==> config.mk <==
export PLATFORM = sky130hd
export DESIGN_NAME = mips32_fetch_queue
export DESIGN_NICKNAME = d
export VERILOG_FILES = /design/src/rtl/mips32_fetch_queue.sv
export SDC_FILE = /design/constraint.sdc
export NUM_CORES = 1
export LEC_CHECK = 0
export BUFFER_PORTS_ARGS = -buffer_cell sky130_fd_sc_hd__buf_2
export CORE_MARGIN = 10
export CORE_UTILIZATION = 51
export CTS_CLUSTER_DIAMETER = 120
export DETAILED_ROUTE_END_ITERATION = 16
export MAX_ROUTING_LAYER = met4
export PLACE_DENSITY = 0.76
export REMOVE_ABC_BUFFERS = 1
export SYNTH_ARGS = -nofsm -noshare
export SYNTH_HDL_FRONTEND = slang
export SYNTH_SLANG_ARGS = --single-unit
==> constraint.sdc <==
create_clock -name clk1 -period 2.3 [get_ports clk1]
set_input_delay 0.575 -clock clk1 [delete_from_list [all_inputs] [get_ports clk1]]
set_output_delay 0.575 -clock clk1 [all_outputs]
set_load 0.1 [all_outputs]
==> src/rtl/mips32_fetch_queue.sv <==
// rtl/mips32_fetch_queue.sv - mips32 instruction fetch front end with redirect, HLT stop and decode FIFO
//
// Issues word reads to a one-cycle synchronous instruction memory and buffers
// the returned words with their next-PC in a DEPTH-entry FIFO for decode.
//
// Ports:
//   clk1, rst            clock, synchronous active-high reset
//   imem_req/imem_addr   read request and word address (address is fetch_pc)
//   imem_rdata           read data, one cycle after imem_req
//   redirect/redirect_pc taken-branch flush and new fetch address
//   out_valid/out_ready  decode handshake; out_ir/out_npc are the head entry
//   fetch_pc             next address to fetch
//   count                FIFO occupancy
//   halted               fetch stopped after an HLT word
module mips32_fetch_queue #(
    parameter int DEPTH    = 4,
    parameter int AW       = 10,
    parameter int RESET_PC = 0
) (
    input  logic                         clk1,
    input  logic                         rst,
    output logic                         imem_req,
    output logic [AW-1:0]                imem_addr,
    input  logic [31:0]                  imem_rdata,
    input  logic                         redirect,
    input  logic [AW-1:0]                redirect_pc,
    output logic                         out_valid,
    output logic [31:0]                  out_ir,
    output logic [31:0]                  out_npc,
    input  logic                         out_ready,
    output logic [AW-1:0]                fetch_pc,
    output logic [$clog2(DEPTH+1)-1:0]   count,
    output logic                         halted
);

    localparam int PW = $clog2(DEPTH);
    localparam int CW = $clog2(DEPTH+1);
    localparam logic [5:0] HLT_OP = 6'b111111;

    logic [AW-1:0] pc;
    logic          inflight;
    logic [AW-1:0] inflight_addr;
    logic [PW-1:0] wr_ptr;
    logic [PW-1:0] rd_ptr;
    logic [CW-1:0] cnt;
    logic          halted_q;

    logic [31:0]   ir_mem  [DEPTH];
    logic [AW:0]   npc_mem [DEPTH];

    logic [CW:0]   occupancy;
    logic [AW:0]   resp_npc;
    logic          push;
    logic          pop;
    logic          hlt_hit;

    // Credit check counts the in-flight word as already occupying a slot,
    // so a response always finds room; a same-cycle pop is not credited.
    assign occupancy = {1'b0, cnt} + {{CW{1'b0}}, inflight};
    assign imem_req  = !rst && !halted_q && !redirect && (occupancy < (CW+1)'(DEPTH));

    // npc keeps the carry out of the top address so the word at 2^AW-1 reports 2^AW.
    assign resp_npc  = {1'b0, inflight_addr} + (AW+1)'(1);
    assign push      = inflight && !redirect;
    assign hlt_hit   = push && (imem_rdata[31:26] == HLT_OP);
    assign pop       = out_valid && out_ready && !redirect;

    assign out_valid = (cnt != '0);
    assign out_ir    = ir_mem[rd_ptr];
    assign out_npc   = 32'(npc_mem[rd_ptr]);
    assign imem_addr = pc;
    assign fetch_pc  = pc;
    assign count     = cnt;
    assign halted    = halted_q;

    always_ff @(posedge clk1) begin
        if (push) begin
            ir_mem[wr_ptr]  <= imem_rdata;
            npc_mem[wr_ptr] <= resp_npc;
        end
    end

    always_ff @(posedge clk1) begin
        if (rst) begin
            pc            <= AW'(RESET_PC);
            inflight      <= 1'b0;
            inflight_addr <= '0;
            wr_ptr        <= '0;
            rd_ptr        <= '0;
            cnt           <= '0;
            halted_q      <= 1'b0;
        end else if (redirect) begin
            // Flush wins over everything, including an HLT arriving this cycle.
            pc       <= redirect_pc;
            inflight <= 1'b0;
            wr_ptr   <= '0;
            rd_ptr   <= '0;
            cnt      <= '0;
        end else begin
            if (push)
                wr_ptr <= wr_ptr + PW'(1);
            if (pop)
                rd_ptr <= rd_ptr + PW'(1);
            case ({push, pop})
                2'b10:   cnt <= cnt + CW'(1);
                2'b01:   cnt <= cnt - CW'(1);
                default: cnt <= cnt;
            endcase

            if (hlt_hit) begin
                // Rewind PC to just past the HLT and squash the request that
                // went out alongside it.
                halted_q <= 1'b1;
                pc       <= resp_npc[AW-1:0];
                inflight <= 1'b0;
            end else if (imem_req) begin
                pc            <= pc + AW'(1);
                inflight      <= 1'b1;
                inflight_addr <= pc;
            end else begin
                inflight <= 1'b0;
            end
        end
    end

endmodule

* Yosys cells after proc, flatten, opt, wreduce, memory -nomap -nowiden
Memory sizes are Yosys's and may differ from the RTL's. A register that Yosys moved wholly into a read port is not among the register bits.
Cells that the tools add are included.
** Storage, ports and cells
- Flip-flop bits (word level) :: 29
- Memory bits (writable) :: 172
- Input bits :: 46
- Output and inout port bits :: 90
- Logic and storage cells :: 50
- Memories kept :: 2
** Cells by class
- $add $sub $neg :: 7
- $lt $le $gt $ge :: 1
- Eq/ne operators :: 3
- Muxes and demuxes :: 11
- Bitwise gates (word level) :: 2
- Reduce and logical (&&, ||, !) cells :: 17
** Memories
- ir_mem :: words 4, bits a word 32, read ports 1, clocked after Yosys merged registers in 1, wr ports 1, line 48 : logic [31:0] ir_mem [DEPTH];
- npc_mem :: words 4, bits a word 11, read ports 1, clocked after Yosys merged registers in 1, wr ports 1, line 49 : logic [AW:0] npc_mem [DEPTH];
** Operators with widths (count)
- two-way mux 10 bit :: 3
- adder 10 x 1 -> 11 bit (second input constant) :: 1
- adder 10 x 1 -> 10 bit (second input constant) :: 1
- two-way mux 2 bit :: 4
- logical AND 1 bit :: 7
- equality test 6 bit (second input constant) :: 1
- case mux 3 bit (2 select lines) :: 1
- nonzero test 3 bit :: 2
- adder 2 x 1 -> 2 bit (second input constant) :: 2
- adder 3 x 1 -> 4 bit :: 1
- < comparator 4 x 3 -> 1 bit (second input constant) :: 1
- adder 3 x 1 -> 3 bit (second input constant) :: 1
- logical NOT 1 bit :: 3
- two-way mux 1 bit :: 3
- AND reduction 3 bit :: 1
- OR reduction 3 bit :: 1
- subtractor 3 x 1 -> 3 bit (second input constant) :: 1
- equality test 2 x 1 -> 1 bit (second input constant) :: 1
- equality test 2 bit (second input constant) :: 1
- inverter 1 bit :: 2
- AND reduction 2 bit :: 1
- nonzero test 2 bit :: 1
- OR reduction 2 bit :: 1

* Logic depth before layout (Yosys ltp)
Gate-level depths: netlist (run 1).
- Depth in word-level cells :: 7
- Mapped depth :: 9
- Gate-level depth less buffers :: 8

* Worst setup path before layout (run 1)
OpenSTA, ideal clock, no wires.
- Kind :: register -> register
- From :: register cnt[0], in the netlist count[0]
- To :: register cnt[2], in the netlist count[2]
- Setup time :: 0.071 ns
- Data arrival time :: 3.287 ns
- Data required time :: 2.229 ns
- Slack :: -1.057 ns
- Stages on the path, launching flop included :: 9
- Path buffers :: 0
- Clock period less this slack :: 3.357 ns
- Cell sequence :: dfxtp_1 or3_1 and3_1 ha_1 inv_1 fa_1 xor2_1 or3_1 a21oi_1
** Between the ends
- Cells in the longest elaborated chain, start to end :: 5
- Elaborated cells on any way between the ends :: 9
- Classes of those cells :: add/sub (2); eq/ne (2); mux (1); reduce/logical (4)
** RTL lines
- start, declared :: line 45 : logic [CW-1:0] cnt;
- start signal, assigned :: line 105 : 2'b10: cnt <= cnt + CW'(1);
- start signal, assigned :: line 106 : 2'b01: cnt <= cnt - CW'(1);
- start signal, assigned :: line 107 : default: cnt <= cnt;
- nonzero test 3 bit (*) :: line 68 : assign out_valid = (cnt != '0);
- net out_valid :: line 27 : output logic out_valid,
- logical AND 1 bit (*) (2 in series) :: line 66 : assign pop = out_valid && out_ready && !redirect;
- net pop :: line 54 : logic pop;
- equality test 2 x 1 -> 1 bit / equality test 2 bit (equally long branches) :: line 104 : case ({push, pop})
- case mux 3 bit (2 select lines) / nonzero test 2 bit (equally long branches)
Mark *: on every way through the listed nets, which the timed path passes. The rest lies on a longest branch.
A chain may end at the register's enable or synchronous reset.

==> flow_summary.ini, run 1 <==
[route]
vias = 4750
drt_iter0_drc = 369
drt_first_pass_iters = 5
vias_per_cell = 5.59
routed_wl_um = 17500
drc = 0
wl_per_cell_um = 20.6
ant_nets = 0

[global_route]
antenna_found_initial = 0
grtUsageMet1_pct = 22.3
met2_usage_pct = 24.8
overflow = 0
grt_busiest_layer = met2
grt.total_usage_pct = 16.3
first_global_vias = 5198
use_met3_pct = 3.14
grt_max_degree = 44
grt_first_pass_wirelength_um = 27900

[sta]
hold_viol_final = 0
worst_pin_slew_ns = 0.539
setup_viol = 43
finalSetupTns_ns = -5.42
fin_crit_ns = 2.47
fin_crit_sh_pct = 107
fin_ws_ns = -0.170
whs_ns = 0.312
grt_setup_unrepaired = true
skew_ns = 0.0105
relSlewSlack_pct = 63.8
fmax_mhz = 405
maxSlewViolCount = 0

[power_and_ir_drop]
power_leakage_nw = 3.60
intPower_mw = 6.21
p_clk_share_pct = 40.1
switching_share_pct = 24.2
power.share.sequential_pct = 49.7
peakVddDrop_mv = 0.422
power.switching_mw = 1.98
p_comb_share_pct = 10.2
powerDensity_nw_per_um2 = 795

[setup_path]
worstPathCellList = buf_12, buf_4, mux4_2, buf_6
critPathMaxFanout = 5
cp-end-kind = output port
critPathKind = flop to output port
cp.arrival_ns = 1.90
worst_setup_path_start_kind = flop
worstPathRequired_ns = 1.73
slowest_delay_ns = 0.54
worst-path-buf-inv = 3
slowest_stage = mux4_2
cp_top_family = multiplexers

[finish]
area_delta_synth_final_pct = 24.4
diodes = 0
layout.nets = 675
n_fill_cell = 1129
final_cells = 850
layout-drive-gt1-share_pct = 37.2

[synthesis]
ys_ff_latch = 203
yosysWarnings = 0
syn-cell-area_um2 = 8280
synth_area_leaders = edfxtp_1, mux4_2, dfxtp_1, buf_4, a21oi_1
ys_seq_area_share_pct = 69.9
synth_edf_count = 172
syn_avg_cell_area_um2 = 17.0
synth_cell_type_count = 58
syn_inst = 486
synth-async-reset-ratio_pct = 0
synth_commonest_cells = edfxtp_1, mux4_2, buf_4, dfxtp_1, a21oi_1
synth.top_cell.area_share_pct = 62.4
synth_flop_cell = edfxtp_1
synth.most_common_cell = edfxtp_1
synth_xor_area_share_pct = 1.06
yosys.area.top_type = edfxtp_1
synth_mux_area_share_pct = 11.8
synth_top_family_by_area = multiplexers
synth_compound_area_share_pct = 5.47
synth-simple-area-share_pct = 5.88
yosys.area_share.adder_pct = 1.30

[floorplanning]
dieArea_um2 = 21700
core_area_um2 = 15900
die_w_um = 147
initial_core_util_pct = 52.1
dieHeight_um = 147
io_pins = 136
num_rows = 46

[clocking]
cts_sinks = 203
htree_levels = 1
cts_inserted_buffers = 21
path_clk_slew_ns = 0.06
clock_path_buffers = 3
cts-root-buf = clkbuf_16
cts_tree = done
clock_latency_ns = 0.48
holdBufCountCts = 0

[run_status]
violations = setup timing
outcome = finished, violations left

[placement]
port_buffers = 114
hpwl_um = 11400
gp_congestion = 0.914
dp_cells = 806

[min_path]
holdCritPathClass = primary input to flop

[flow_run]
maxCapViolations = 0
==> cells in the final DEF, fill, tap and decap left out, drive strengths merged, types with 4 or more instances in the layout <==
master / Yosys / final
edfxtp: 172 / 172
buf: 41 / 143
mux4: 43 / 43
dfxtp: 31 / 31
clkbuf: 10 / 24
a21oi: 21 / 21
conb: 1 / 21
o21ai: 21 / 21
nand3: 19 / 19
nor2: 15 / 15
inv: 15 / 15
nand2: 11 / 11
clkinv: 0 / 8
ha: 7 / 7
nor3: 6 / 6
xnor2: 6 / 6
and3: 5 / 5
a22oi: 5 / 5
nand4: 5 / 5
xor2: 4 / 4
and2: 4 / 4
or3: 4 / 4
==> routing by layer <==
metal  vias to the layer above  wire (um)
met4                         0        225
met1                      2386       7870
met2                       190       8290
met3                        23       1090
li1                       2151          -
met5                         -          0
==> layout make-up <==
cell class                      instances  area, um2  area share [%]
Inverter                               15       56.3           0.547
Timing Repair Buffer                  143       1300            12.6
Multi-Input combinational cell        237       2210            21.5
Tap cell                              216        270            2.62
Sequential cell                       203       5790            56.2
Clock inverter                         12        135            1.31
Clock buffer                           24        537            5.21
==> power groups by stage <==
stage                     logic (mW)  clock network [mW]  registers (mW)
final                          0.832                3.28            4.07
after global routing           0.865                3.50            4.08
after floorplan                0.442                   0            4.31
after CTS                      0.826                3.34            4.07
after detailed placement       0.785                   0            4.15
after global placement         0.776                   0            4.15
==> kinds of logic (layout without fill, tap and decap cells) <==
logic type	Yosys count	after routing
other cells	1	21
xor+xnor	10	10
mux	44	44
fa+ha+maj	8	8
compound gates	69	69
buf+inv	66	194
flops	203	203
simple gates	85	85
==> per-stage QoR <==
step	util (%)	setup slack [ns]	power, mW	area (um2)
6_report	64.8	-0.170	8.19	10300
5_1_grt	64.8	-0.223	8.44	10300
4_1_cts	64.4	-0.187	8.24	10200
3_5_place_dp	57.6	-0.0225	4.93	9160
3_3_place_gp	57.6	0.122	4.92	9160
2_1_floorplan	-	-1.09	4.75	8030
==> repair_timing <==
| item | in CTS | in global routing |
|---|---|---|
| endpoints found under the setup margin | 43 | 44 |
| gates resized for setup | 101 | 12 |
| gates cloned | 1 | 0 |
| setup buffers | 5 | 2 |
==> worst reg2reg max path, cell delays in order (launching register included) <==
cell	delay, ns
dfxtp_1	0.43
or3_1	0.17
and3_1	0.21
ha_1	0.20
inv_1	0.07
fa_1	0.39
xor2_1	0.16
or3_1	0.32
a21oi_1	0.15
==> path summary, 6_finish.rpt <==
check / startpoint / endpoint / slack [ns] / cells after the start
hold / removal: imem_rdata[6] / ir_mem[0][6]$_DFFE_PP_ / 0.31 / 1
setup reg to reg: count[0]$_SDFFE_PP0P_ / count[2]$_SDFFE_PP0P_ / 0.12 / 8
hold reg to reg: rd_ptr[1]$_SDFFE_PP0P_ / flop / 0.52 / 2
setup / recovery: flop / out_ir[5] / -0.17 / 4
==> sequential cells by signal, indices dropped and copies added (netlist names), named ones only <==
| name | cells |
|---|---|
| inflight | 1 |
| fetch_pc | 10 |
| halted | 1 |
| ir_mem | 128 |
| inflight_addr | 10 |
| wr_ptr | 2 |
| npc_mem | 44 |
| rd_ptr | 2 |
| count | 3 |
No activity file was read; power rests on OpenSTA's default activity.
==> inputs of run 2 (changes only) <==
--- a/config.mk
+++ b/config.mk
@@ -12,7 +12,6 @@
 export DETAILED_ROUTE_END_ITERATION = 16
 export MAX_ROUTING_LAYER = met4
 export PLACE_DENSITY = 0.76
-export REMOVE_ABC_BUFFERS = 1
 export SYNTH_ARGS = -nofsm -noshare
 export SYNTH_HDL_FRONTEND = slang
 export SYNTH_SLANG_ARGS = --single-unit
==> run 2 against run 1 <==
  * Sequential cell count is the same
  * Critical path depth is the same
  * Highest routed layer unchanged
  * Sequential power is essentially flat
  * Combinational power is essentially flat
  * Hold slack lost 0.016 ns
  * Routed wire length grew 1.8%
  * The flow still finishes with violations (setup timing)
  * Largest power group unchanged
  * Die area is the same
  * Global-route usage grew 0.096 points
  * Clock power grew 4%
  * Cell area shrank 0.57%
  * Cell count shrank 0.47%
==> flow_summary.ini, run 2 (synthesis gave the netlist of run 1 again) <==
[setup_path]
worstRegToRegCells = 8
rr_startpoint = count[2]$_SDFFE_PP0P_
cp-end-kind = output port
worst_setup_path_start_kind = flop
cp.arrival_ns = 1.90
critPathMaxFanout = 8
critPathKind = flop to output port
worstPathRequired_ns = 1.73
slowest_stage = mux4_2
r2r_setup_slack_ns = 0.26
slowest_delay_ns = 0.52
worstPathCellList = buf_12, buf_16, mux4_2, buf_8
reg2reg_to = count[2]$_SDFFE_PP0P_

[placement]
port_buffers = 114
hpwl_um = 11500
placed_area_um2 = 9130
gp_congestion = 0.909

[route]
wl_per_cell_um = 21.0
drc = 0
drt_iter0_drc = 404
drt_first_pass_iters = 4
vias = 4710
routed_wl_um = 17800
vias_per_cell = 5.57
ant_nets = 0

[min_path]
hold_end = ir_mem[3][5]$_DFFE_PP_
holdCritPathClass = primary input to flop
min_from = imem_rdata[5]
whs_path_depth = 1

[global_route]
first_global_vias = 4960
overflow = 0
grt_max_degree = 44
grt.total_usage_pct = 16.4
antenna_found_initial = 0
grt_first_pass_wirelength_um = 27900

[clocking]
htree_levels = 1
clock_path_buffers = 3
cts-root-buf = clkbuf_16
clock_latency_ns = 0.49
cts_tree = done
holdBufCountCts = 0
cts_sinks = 203
path_clk_slew_ns = 0.06
cts_inserted_buffers = 21

[sta]
relSlewSlack_pct = 64.7
hold_viol_final = 0
grt_setup_unrepaired = true
fin_crit_sh_pct = 108
worst_pin_slew_ns = 0.525
fin_ws_ns = -0.176
finalSetupTns_ns = -5.61
setup_viol = 43
fin_crit_ns = 2.48
maxSlewViolCount = 0
skew_ns = 0.0193
fmax_mhz = 404

[run_status]
violations = setup timing
outcome = finished, violations left

[finish]
layout-drive-gt1-share_pct = 37.9
largest_reg_flops = 128
fin_util_pct = 64.5
final_common_cell = edfxtp_1
diodes = 0
layout_common_cells = edfxtp_1, buf_2, mux4_2
design_area_um2 = 10200
top_register = ir_mem
layout.nets = 669
top_regs = ir_mem (128), npc_mem (44)
area_delta_synth_final_pct = 23.7

[power_and_ir_drop]
total_power_mw = 8.31
peakVddDrop_mv = 0.538
power_leakage_nw = 3.57
powerDensity_nw_per_um2 = 811

[floorplanning]
die_w_um = 147
io_pins = 136
dieArea_um2 = 21700
core_area_um2 = 15900
initial_core_util_pct = 52.1
dieHeight_um = 147
num_rows = 46

[flow_run]
maxCapViolations = 0
run 2: changes by cell type in the layout (fill, tap and decap cells not counted), sizes merged:
cell	delta
buf	-6
inv	+1
clkbuf	+1
clkinvlp	+1
clkinv	-1
run 2: final cells by class:
| cell class | instances | area, um2 |
|---|---|---|
| clock buffers | 25 | 561 |
| clock inverters | 13 | 149 |
| fillers | 1133 | 5640 |
| inverters | 15 | 56.3 |
| multi-input cells | 237 | 2210 |
| flip-flops and latches | 203 | 5800 |
| well taps | 216 | 270 |
| repair buffers | 137 | 1190 |
run 2: critical path: cells and delay by family, from the launching register on:
kind / cells / cell delay [ns]
muxes: 1 / 0.52
buffers and inverters: 3 / 0.45
DFF: 1 / 0.42
run 2: what timing repair did:
action                                  in CTS  in global routing
pin swaps                                    0                  1
setup buffers                                3                  3
endpoints found under the setup margin      44                 44
gates resized for setup                     92                  9
cloned                                       1                  0
run 2: metal layers:
layer	vias up	track usage, %	part of all wire (%)
met5	-	-	0
met4	0	3.07	1.1
met3	19	2.99	6.4
met1	2365	22.3	44
li1	2132	-	-
met2	194	25.7	48
run 2: stage by stage:
stage	instances	hold WS, ns	setup WS (ns)
CTS	844	0.278	-0.207
finish	846	0.295	-0.176
detailed placement	802	0.499	0.0226
floorplan	506	0.481	-0.0909
global route	846	0.279	-0.236
global placement	802	0.503	0.106
run 2: how the worst max path moves through the flow:
stage,end,depth (start not counted),slack (ns)
6_report,out_npc[6],4,-0.18
5_1_grt,out_npc[6],4,-0.24
4_1_cts,out_npc[6],4,-0.21
3_5_place_dp,count[2]$_SDFFE_PP0P_,9,0.02
3_3_place_gp,count[2]$_SDFFE_PP0P_,9,0.11
2_1_floorplan,count[2]$_SDFFE_PP0P_,8,-0.09
run 2: report_power, final:
part / switching, mW / internal [mW] / total [mW] / leakage, nW
Combinational: 0.658 / 0.171 / 0.829 / 1.40
Sequential: 0.0404 / 4.02 / 4.06 / 1.82
Clock: 1.33 / 2.08 / 3.41 / 0.350
Total: 2.03 / 6.28 / 8.31 / 3.57
